--- config.mk ---
export PLATFORM = sky130hd
export DESIGN_NAME = uart_hex_fmt
export DESIGN_NICKNAME = d
export VERILOG_FILES = /design/src/rtl/uart_fmt_pkg.sv /design/src/rtl/hex_ascii.sv /design/src/rtl/uart_hex_fmt.sv
export SDC_FILE = /design/constraint.sdc
export NUM_CORES = 1
export LEC_CHECK = 0
export ABC_AREA = 1
export BUFFER_PORTS_ARGS = -buffer_cell sky130_fd_sc_hd__buf_2
export CAP_MARGIN = 10
export CORE_MARGIN = 5
export CORE_UTILIZATION = 53
export CTS_CLUSTER_SIZE = 14
export DETAILED_ROUTE_END_ITERATION = 12
export PLACE_DENSITY = 0.8
export SYNTH_ARGS = -nofsm -noshare
export SYNTH_HDL_FRONTEND = slang
export SYNTH_SLANG_ARGS = --single-unit
--- constraint.sdc ---
create_clock -name clk -period 1.6 [get_ports clk]
set_input_delay 0.08 -clock clk [delete_from_list [all_inputs] [get_ports clk]]
set_output_delay 0.08 -clock clk [all_outputs]
set_load 0.01 [all_outputs]
--- src/rtl/uart_fmt_pkg.sv ---
// Shared types and ASCII constants for the hex message formatter.
// The terminator length follows the UART_HEX_FMT_CRLF_EN build macro.
package uart_fmt_pkg;

    typedef enum logic [2:0] {
        IDLE,
        SEND,
        WAIT_BUSY,
        WAIT_DONE,
        FIN
    } fmt_state_t;

    localparam logic [7:0] CHAR_LF = 8'h0A;
    localparam logic [7:0] CHAR_CR = 8'h0D;
    localparam logic [7:0] CHAR_0  = 8'h30;
    localparam logic [7:0] CHAR_A  = 8'h41;

    function automatic int term_len();
`ifdef UART_HEX_FMT_CRLF_EN
        return 2;
`else
        return 1;
`endif
    endfunction

endpackage

--- src/rtl/hex_ascii.sv ---
// Combinational nibble to upper-case ASCII hex digit.
module hex_ascii
    import uart_fmt_pkg::*;
(
    input  logic [3:0] nibble,
    output logic [7:0] ascii
);

    always_comb begin
        if (nibble < 4'd10)
            ascii = CHAR_0 + {4'h0, nibble};
        else
            ascii = CHAR_A + {4'h0, nibble} - 8'd10;
    end

endmodule

--- src/rtl/uart_hex_fmt.sv ---
// Prints a latched word as upper-case hex plus line terminator through uart_tx.
// Build macro UART_HEX_FMT_CRLF_EN selects a CR LF terminator instead of LF alone.
module uart_hex_fmt
    import uart_fmt_pkg::*;
#(
    parameter int NIBBLES = 4
) (
    input  logic                 clk,
    input  logic                 rst,
    input  logic                 req,
    input  logic [4*NIBBLES-1:0] word,
    output logic                 busy,
    output logic                 done,
    output logic [7:0]           data,
    output logic                 start,
    input  logic                 ready
);

    localparam int WORD_W = 4 * NIBBLES;
    localparam int IDX_W  = $clog2(NIBBLES + 2);
    localparam logic [IDX_W-1:0] TERM_IDX = IDX_W'(NIBBLES);
    localparam logic [IDX_W-1:0] LAST_IDX = IDX_W'(NIBBLES + term_len() - 1);

    fmt_state_t        state, state_n;
    logic [IDX_W-1:0]  idx, idx_n;
    logic [WORD_W-1:0] shreg, shreg_n;
    logic [7:0]        data_n;
    logic              start_n, done_n, busy_n;
    logic [7:0]        hex_char, cur_char;

    hex_ascii u_hex_ascii (
        .nibble (shreg[WORD_W-1 -: 4]),
        .ascii  (hex_char)
    );

    // Digits come from the top nibble; indices past the digits select the terminator.
    always_comb begin
        cur_char = CHAR_LF;
        if (idx < TERM_IDX)
            cur_char = hex_char;
`ifdef UART_HEX_FMT_CRLF_EN
        else if (idx == TERM_IDX)
            cur_char = CHAR_CR;
`endif
    end

    always_comb begin
        state_n = state;
        idx_n   = idx;
        shreg_n = shreg;
        data_n  = data;
        start_n = 1'b0;
        case (state)
            IDLE: begin
                if (req) begin
                    shreg_n = word;
                    idx_n   = '0;
                    state_n = SEND;
                end
            end
            SEND: begin
                if (ready) begin
                    start_n = 1'b1;
                    data_n  = cur_char;
                    state_n = WAIT_BUSY;
                end
            end
            WAIT_BUSY: begin
                if (!ready)
                    state_n = WAIT_DONE;
            end
            WAIT_DONE: begin
                if (ready) begin
                    if (idx == LAST_IDX) begin
                        state_n = FIN;
                    end else begin
                        idx_n   = idx + IDX_W'(1);
                        shreg_n = shreg << 4;
                        state_n = SEND;
                    end
                end
            end
            FIN:     state_n = IDLE;
            default: state_n = IDLE;
        endcase
        // done marks the FIN cycle; busy covers every non-idle cycle including FIN.
        done_n = (state_n == FIN);
        busy_n = (state_n != IDLE);
    end

    always_ff @(posedge clk) begin
        if (rst) begin
            state <= IDLE;
            idx   <= '0;
            start <= 1'b0;
            done  <= 1'b0;
            busy  <= 1'b0;
            data  <= 8'h00;
        end else begin
            state <= state_n;
            idx   <= idx_n;
            start <= start_n;
            done  <= done_n;
            busy  <= busy_n;
            data  <= data_n;
        end
    end

    always_ff @(posedge clk) begin
        shreg <= shreg_n;
    end

endmodule

Yosys cells after proc, flatten, opt, wreduce, memory -nomap -nowiden
Cells that the tools add are included.

Output and inout bits: 11. Logic and storage cells: 45. Register bits: 33.

Magnitude comparators: 2. Add/subtract/negate cells: 4. Muxes and demuxes: 17. Eq/ne operators: 8. Bitwise logic cells: 1. Reduce and logical (&&, ||, !) cells: 6.

Operators by type and width (count): two-way mux 16 bit (3); case mux 16 bit (2 select lines) (1); two-way mux 3 bit (8); two-way mux 8 bit (2); case mux 3 bit (4 select lines) (1); adder 7 x 4 -> 8 bit (first input constant) (1); subtractor 8 x 4 -> 8 bit (second input constant) (1); adder 6 x 4 -> 7 bit (first input constant) (1); equality test 3 x 2 -> 1 bit (second input constant) (2); equality test 3 bit (second input constant) (2); != test 2 bit (second input constant) (3); case mux 3 bit (2 select lines) (1); less-than comparator 4 bit (second input constant) (1); AND reduction 4 bit (1); adder 3 x 1 -> 3 bit (second input constant) (1); equality test 3 x 1 -> 1 bit (second input constant) (1); logical NOT 3 bit (1); less-than comparator 3 bit (second input constant) (1); nonzero test 3 bit (1); AND reduction 2 bit (1); nonzero test 2 bit (1); OR reduction 2 bit (1); two-way mux 1 bit (1); inverter 1 bit (1).

Logic depth before layout (Yosys ltp)
Gate-level depths: netlist of run 1.

Depth after elaboration: 5. Mapped depth: 9. Depth with buffers taken out: 9.

Hierarchy
A second synthesis of run 1 with hierarchy kept.

Cell total of the unflattened synthesis: 188. Area total of the unflattened synthesis: 1527.7 um^2.

By module, submodules not included: uart_hex_fmt (cells an instance 163, times used 1, sequential area each 820.8 um^2, area an instance 1403.8 um^2); hex_ascii (cells an instance 25, times used 1, sequential area each 0.0 um^2, area an instance 123.9 um^2).

Least setup slack after synthesis of run 1
OpenSTA, ideal clock, no wires.

Kind: flip-flop to flip-flop. Start: register idx[0]. End: register shreg[0], enable pin. Path slack: 0.184 ns. Required time: 1.268 ns. Cell stages (with the launch flop): 8. Period minus slack after synthesis: 1.416 ns. Arrival time: 1.085 ns. Path through: dfxtp_1 > inv_1 > ha_1 > nand2_1 > nand2_1 > nand2_2 > nand2_2 > inv_2.

Word-level cells in the longest chain between the ends: 3.

Ends and longest elaborated chain: from (decl) (line uart_hex_fmt.sv:25) `logic [IDX_W-1:0] idx, idx_n;`; from (signal assigned) (line uart_hex_fmt.sv:101) `idx <= idx_n;`; equality test 3 bit (line uart_hex_fmt.sv:74) `if (idx == LAST_IDX) begin`; != test 2 bit (no line); AND reduction 4 bit (no line); to (signal assigned) (line uart_hex_fmt.sv:110) `shreg <= shreg_n;`; to (decl) (line uart_hex_fmt.sv:26) `logic [WORD_W-1:0] shreg, shreg_n;`.

No other way between the ends. A chain may end at the register's enable or synchronous reset.

Worst setup path after layout of run 1
Start: register idx[0]. End: register shreg[1], enable pin.

The elaborated chain is that of the path after synthesis.

==> results.toml, run 1 <==
[run_status]
status = "completed"

[pwr]
ir_drop_mv = 0.6414
p_leak_nw = 0.8250
powerDensity_nw_per_um2 = 954.8

[critical_path]
cp.arrival_ps = 1480
worst-setup-path-type = "reg2reg"
startpoint_type = "flop"
cp_cell_sequence = "inv_1 > ha_1 > nand2_1 > nand2_1 > nand2_2 > nand2_2 > inv_2 > buf_12"
worst-path-max-fanout = 18
worstRegToRegCells = 8
timing.critical_path.buf_inv = 3
cp.required_ps = 1640
worst_path_max_delay_cell = "dfxtp_1"
end_kind = "flop"
slowest_delay_ps = 360
crit_family = "flip-flops"
rrSetupSlack_ps = 160
reg2reg_to = "shreg[1]"
reg2reg_from = "idx[0]"

[min_path]
hp-start = "rst"
holdPathEnd = "idx[2]"
hold_class = "in2reg"
min_path_cells = 2

[layout]
seq_area_sq_um = 800.8
layout-drive-gt1-share_pct = 23.11
postLayoutCoreUtil_pct = 62.93
finalNonFillerCells = 243
n_fill_cell = 220
nNetsFinal = 234
multi_input_area_sq_um = 551.8
n_antenna_cell = 0
area_growth_pct = 16.50

[floorplanning]
core-area_sq_um = 2710
die_w_um = 62.56
dieArea_sq_um = 3913
rows = 19
io-pin-count = 31
die_y_um = 62.56
initial_core_util_pct = 54.02

[timing]
min_period_over_period_pct = 90.23
rsz0062_at_grt = "no"
tns_ps = 0
setup_viol_count_final = 0
fin_ws_ps = 156.4
timing.fmax_mhz = 692.7
finClkSkew_ps = 6.328
slew_viol_final = 0
layout_min_cycle_time_ps = 1444
finalHoldViolCount = 0

[place]
gp_congestion = 0.7961
dp_hpwl_mm = 1.949
io_buffers = 29
post-place-ws_ps = 157.6
dp.cells = 235

[detailed_routing]
post-route-drc-count = 0
ant_nets = 0
vias = 1174
routed_wl_mm = 2.586
drt_iter0_drc = 69
vias_per_cell = 4.831
drt_first_pass_iters = 4
routedWlPerCell_um = 10.64

[clock_tree]
cts_made_buffers = 5
clkTransAtPathRegs_ps = 90
postCtsSetupBuffers = 0
ctsHoldBuffers = 0
clk_latency_ps = 320
cts_tree = "built"
clk_path_buf_depth = 2
clockRootBuffer = "clkbuf_4"
numClockSinks = 32
h-tree-depth = 2
cts.repair.resized = 0

[synth]
syn_nets = 199
synth_area_sq_um = 1464
synth_cell_types = 21
ys_warn_count = 0
syn-mean-instance-area_sq_um = 8.318
ys_ff_latch = 32
synth_cells = 176
ys_seq_area_share_pct = 54.70

[global_routing]
antenna_found_initial = 0
overflow = 0
grt_max_degree = 20
grt_pass1_wl_mm = 4.650
grtUsageTotal_pct = 15.02
grt_pass1_vias = 1174

[job]
max_cap_violations = 0
[metrics by stage]
step | power, mW | hold slack [ps] | cell area, sq um
detailed placement | 1.236 | 359.7 | 1654
CTS | 1.650 | 2.591 | 1705
global placement | 1.226 | 356.3 | 1654
global route | 1.753 | 4.581 | 1705
finish | 1.628 | 16.50 | 1705
floorplan | 1.144 | 236.7 | 1464
[logic make-up after synthesis]
group                      Yosys count  synth area share, %
other                                1               0.2562
AOI/OAI and AO/OA                   15                5.470
DFF                                 32                54.70
buffers and inverters               25                7.606
and+or+nand+nor                    100                29.40
adders and majority gates            3                2.564
[Yosys cell counts]
library cell	count	share of area, %
inv_1	19	4.9
a21oi_2	1	0.60
buf_2	2	0.68
conb_1	1	0.26
a31oi_1	1	0.43
a21oi_1	8	2.7
nor2_2	1	0.43
nor2_4	2	1.5
buf_4	2	1.0
nor2_1	10	2.6
inv_2	1	0.26
ha_1	3	2.6
nand2_2	3	1.3
nand2_1	70	18
dfxtp_1	16	22
buf_6	1	0.77
nor3_1	2	0.68
o21ai_0	5	1.7
edfxtp_1	16	33
nand3_1	11	3.8
nand3_4	1	1.2
[layer usage]
metal | up-vias | wire length, um | GRT usage, %
li1 | 622 | - | -
met1 | 519 | 1080 | 15.80
met2 | 27 | 1294 | 25.00
met3 | 6 | 153 | 7.554
met4 | 0 | 57 | 6.631
met5 | - | 0 | 0
[final cells by class]
class                   count  share of cell area (%)
flip-flops and latches     32                   46.96
multi-input cells         119                   32.36
repair buffers             33                   11.01
inverters                  20                   4.402
well taps                  31                   2.274
clock buffers               5                   2.201
clock inverters             3                  0.8070
[cells in the final DEF, fill, tap and decap left out]
master | Yosys | routed
dfxtp_1 | 16 | 16
nor2_1 | 10 | 10
nor2_4 | 2 | 2
nor2_2 | 1 | 1
buf_4 | 2 | 3
a21oi_2 | 1 | 1
clkbuf_4 | 0 | 5
inv_1 | 19 | 19
nand3_1 | 11 | 11
buf_2 | 2 | 29
nand3_4 | 1 | 1
a21oi_1 | 8 | 8
o21ai_0 | 5 | 5
edfxtp_1 | 16 | 16
conb_1 | 1 | 1
nand2_1 | 70 | 70
clkinv_1 | 0 | 1
clkinv_2 | 0 | 2
nand2_2 | 3 | 3
buf_12 | 0 | 1
a31oi_1 | 1 | 1
nor3_1 | 2 | 2
ha_1 | 3 | 3
inv_2 | 1 | 1
[worst max path at each step]
| stage | cells after the start | start | to | slack, ps |
|---|---|---|---|---|
| after global placement | 8 | idx[0] | shreg[2] | 200 |
| after floorplan | 7 | idx[0] | shreg[0] | 180 |
| after detailed placement | 8 | idx[0] | shreg[3] | 160 |
| after CTS | 8 | idx[0] | shreg[10] | 150 |
| final | 8 | idx[0] | shreg[1] | 160 |
| after global routing | 8 | idx[0] | shreg[13] | 40 |
[power by group]
part / internal, mW / switching (mW) / total, mW
logic: 0.0989 / 0.145 / 0.244
clock network: 0.161 / 0.252 / 0.413
registers: 0.938 / 0.0328 / 0.971
[registers in the layout, summed over array words and instances (netlist names)]
name / count
state: 3
done: 1
data: 7
start: 1
shreg: 16
idx: 3
busy: 1
Power figures use the tool's default switching activity.
==> run 2: changes to the inputs <==
- PLACE_DENSITY: 0.8 -> 0.79
- SYNTH_HIERARCHICAL: default -> 1
==> results.toml, run 2 <==
[run_status]
status = "completed"

[synth]
synth_cells = 188
synth.most_common_cell = "nand2_1"
synth_edf_count = 16
synth_cell_types = 26
synth_top_area_cell = "edfxtp_1"
syn-mean-instance-area_sq_um = 8.126
synthTopCellsByCount = "nand2_1, inv_1, dfxtp_1, nand3_1, edfxtp_1"
ys_warn_count = 6
async_reset_ff_share_pct = 0
ys_ff_latch = 33
synth_area_sq_um = 1528
ys_top_cells_by_area = "edfxtp_1, dfxtp_1, nand2_1, nand3_1, inv_1"
ys_seq_area_share_pct = 53.73
synthFlopType = "dfxtp_1"
syn_nets = 211
synthDominantCellAreaShare_pct = 31.45

[min_path]
hold_class = "in2reg"
min_path_cells = 3

[global_routing]
antenna_found_initial = 0
grt_pass1_vias = 1196
grt_pass1_wl_mm = 4.947
grt_max_degree = 20
grtUsageTotal_pct = 15.41
overflow = 0

[timing]
tns_ps = 0
slew_viol_final = 0
timing.fmax_mhz = 711.6
layout_min_cycle_time_ps = 1405
min_period_over_period_pct = 87.82
rsz0062_at_grt = "no"
setup_viol_count_final = 0
finalHoldViolCount = 0
finClkSkew_ps = 8.297

[pwr]
clock_power_share_pct = 26.2
p_int_mw = 1.236
p_leak_nw = 0.8887
p_sw_share_pct = 27.48
p_switching_mw = 0.4685
powerDensity_nw_per_um2 = 948.8
p_comb_share_pct = 15.1
share_seq_of_total_power_pct = 58.7
ir_drop_mv = 0.9733

[clock_tree]
clk_latency_ps = 330
clk_path_buf_depth = 2
postCtsSetupBuffers = 0
numClockSinks = 33
h-tree-depth = 2
clkTransAtPathRegs_ps = 100
cts_made_buffers = 5
cts_tree = "built"
clockRootBuffer = "clkbuf_4"

[critical_path]
cp.arrival_ps = 1670
worst-setup-path-type = "reg2reg"
end_kind = "flop"
worstRegToRegCells = 10
startpoint_type = "flop"
worst-path-max-fanout = 17
cp.required_ps = 1860

[detailed_routing]
ant_nets = 0
routedWlPerCell_um = 10.93
vias_per_cell = 4.903
drt_iter0_drc = 38
routed_wl_mm = 2.830
vias = 1270
post-route-drc-count = 0
drt_first_pass_iters = 4

[layout]
design_area_sq_um = 1797
n_antenna_cell = 0
postLayoutCoreUtil_pct = 65.15
largest_reg_flops = 16
final_cell_mix = "nand2_1, buf_2, inv_1"
nNetsFinal = 250
top_regs = "shreg (16), data (8)"
layout-drive-gt1-share_pct = 23.25
area_growth_pct = 17.61
layout_commonest_cell = "nand2_1"
regMostFlops = "shreg"

[floorplanning]
dieArea_sq_um = 4056
die_y_um = 63.69
core-area_sq_um = 2758
io-pin-count = 31
rows = 19
die_w_um = 63.69
initial_core_util_pct = 55.40

[place]
io_buffers = 30
dp_hpwl_mm = 2.098
place_area_sq_um = 1727
gp_congestion = 0.8028

[job]
max_cap_violations = 0
[run 2: layout make-up]
cell class | instances | area (sq um)
tap | 31 | 38.79
sequential | 33 | 820.8
fill | 247 | 960.9
clock inverter | 3 | 17.52
clock buffer | 5 | 37.54
inverter | 22 | 87.58
timing repair buffer | 38 | 212.7
multi-input combinational | 127 | 581.8
[run 2: layer usage]
layer / part of all wire, % / wire length (um) / vias up / global-route usage [%]
met3: 7.0 / 199 / 7 / 5.151
met2: 50 / 1405 / 38 / 25.13
met1: 41 / 1162 / 547 / 18.18
li1: - / - / 678 / -
met5: 0 / 0 / - / 0
met4: 2.2 / 63 / 0 / 7.013
[run 2: cell families after synthesis]
kind of cell | synth area share [%]
fa+ha+maj | 2.457
other cells | 0.2455
buf+inv | 8.189
simple gates | 30.47
compound gates | 4.914
flops | 53.73
[run 2: path summary, 6_finish.rpt]
| path | startpoint | to | slack, ps |
|---|---|---|---|
| setup / recovery | idx[0] | idx[0] | 190 |
| hold / removal | word[12] | shreg[12] | 10 |
| setup reg to reg | idx[0] | idx[0] | 190 |
| hold reg to reg | data[4] | data[4] | 480 |
[run 2: critical path, cell delays in order (launching register included)]
cell and delay (ps):
dfxtp_1 370, inv_1 70, ha_1 190, nand2_1 80, nand2_1 70, nand2_2 70
nand2_2 80, inv_6 150, buf_4 140, nor2_1 40, nor2_1 90
[run 2: power by group through the flow]
stage / registers [mW] / clock network, mW / logic, mW
floorplan: 1.02 / 0 / 0.162
global placement: 1.02 / 0 / 0.249
detailed placement: 1.02 / 0 / 0.256
CTS: 1.00 / 0.462 / 0.259
global route: 1.01 / 0.500 / 0.303
finish: 1.00 / 0.447 / 0.258
[run 2: through the flow]
stage	setup WS [ps]	std cells	total power, mW	hold slack, ps
after floorplan	157.9	188	1.184	149.1
after global placement	141.3	250	1.265	308.9
after detailed placement	49.32	250	1.275	310.6
after CTS	21.99	259	1.721	3.557
after global routing	15.93	259	1.810	13.93
final	194.8	259	1.705	14.40
[run 2: timing repair]
item                       CTS  global route
hold buffers                 1             0
hold endpoints to repair     4             0
resized for setup            0             3
setup endpoints to repair    0            18
==> run 3: changes to the inputs <==
- CTS_CLUSTER_SIZE: 14 -> default
- HOLD_SLACK_MARGIN: default -> 0.05
==> results.toml, run 3 (synthesis gave the netlist of run 2 again) <==
[global_routing]
grt_max_degree = 20
overflow = 0
grtUsageTotal_pct = 17.27
grt_pass1_vias = 1331
grt_pass1_wl_mm = 5.499
antenna_found_initial = 0

[floorplanning]
core-area_sq_um = 2758
die_w_um = 63.69
dieArea_sq_um = 4056
rows = 19
die_y_um = 63.69
io-pin-count = 31
initial_core_util_pct = 55.40

[layout]
area_growth_pct = 28.09
design_area_sq_um = 1957
top_regs = "shreg (16), data (8)"
layout-drive-gt1-share_pct = 21.72
nNetsFinal = 266
seq_area_sq_um = 820.8
largest_reg_flops = 16
multi_input_area_sq_um = 581.8
postLayoutCoreUtil_pct = 70.96
final_cell_mix = "nand2_1, buf_2, inv_1"
n_fill_cell = 215
layout_commonest_cell = "nand2_1"
regMostFlops = "shreg"
n_antenna_cell = 0

[timing]
finClkSkew_ps = 10.62
tns_ps = 0
min_period_over_period_pct = 88.18
timing.fmax_mhz = 708.8
finalHoldViolCount = 0
slew_viol_final = 0
layout_min_cycle_time_ps = 1411
fin_worst_hold_slack_ps = 120.9
setup_viol_count_final = 0
rsz0062_at_grt = "no"

[place]
gp_congestion = 0.8028
dp_hpwl_mm = 2.098
io_buffers = 30
place_area_sq_um = 1727

[clock_tree]
postCtsSetupBuffers = 0
cts_tree = "built"
h-tree-depth = 2
clk_path_buf_depth = 2
cts_made_buffers = 5
clkTransAtPathRegs_ps = 100
clockRootBuffer = "clkbuf_4"
clk_latency_ps = 330
numClockSinks = 33

[detailed_routing]
ant_nets = 0
post-route-drc-count = 0
drt_first_pass_iters = 5
routed_wl_mm = 3.167
routedWlPerCell_um = 11.52
vias = 1342
drt_iter0_drc = 40
vias_per_cell = 4.880

[job]
max_cap_violations = 0

[critical_path]
worst-setup-path-type = "reg2reg"
worst-path-max-fanout = 17
startpoint_type = "flop"
cp.required_ps = 1860
cp.arrival_ps = 1670
end_kind = "flop"

[pwr]
powerDensity_nw_per_um2 = 888.7
ir_drop_mv = 0.9768
finalPower_mw = 1.739
p_leak_nw = 0.9555

[run_status]
status = "completed"

[min_path]
hold_class = "in2reg"
==> run 3: changes by cell type in the layout (fill, tap and decap cells not counted) <==
cell and change:
dlygate4sd3_1 +16
==> run 3: path summary, 6_finish.rpt <==
kind,end,slack [ps],start,cells after the start
worst min register to register,data[7],480,data[7],2
worst min-delay path,done,120,ready,3
worst max-delay path,idx[0],190,idx[0],10
worst max register to register,idx[0],190,idx[0],10
==> run 3: final cells by class <==
class                           count  area share (%)
Multi-Input combinational cell    127           29.73
Timing Repair Buffer               54           19.05
Inverter                           22           4.476
Clock buffer                        5           1.918
Tap cell                           31           1.982
Sequential cell                    33           41.94
Clock inverter                      3          0.8951
==> run 3: metal layers <==
| metal | wire length (um) | vias to the layer above | track usage (%) |
|---|---|---|---|
| li1 | - | 712 | - |
| met1 | 1227 | 583 | 18.63 |
| met2 | 1651 | 38 | 30.71 |
| met3 | 203 | 9 | 4.973 |
| met4 | 85 | 0 | 7.792 |
| met5 | 0 | - | 0 |
==> run 3: where the power goes <==
part / internal [mW] / switching (mW) / total (mW)
clock network: 0.166 / 0.282 / 0.447
registers: 0.965 / 0.0351 / 1.00
logic: 0.132 / 0.160 / 0.292
==> run 3: what timing repair did <==
action | 4_1_cts | 5_1_grt
hold endpoints to repair | 20 | 0
hold buffers | 17 | 0
resized for setup | 0 | 3
setup endpoints to repair | 0 | 18
==> run 3: metrics by stage <==
step / instances / worst slack [ps]
after floorplan: 188 / 157.9
after detailed placement: 250 / 49.32
final: 275 / 189.2
after global routing: 275 / 15.93
after CTS: 275 / 21.99
after global placement: 250 / 141.3
==> run 3: critical path, cell delays in order (launching register included) <==
cell and delay (ps):
dfxtp_1 370, inv_1 70, ha_1 190, nand2_1 80, nand2_1 70, nand2_2 70
nand2_2 80, inv_6 150, buf_4 140, nor2_1 40, nor2_1 100
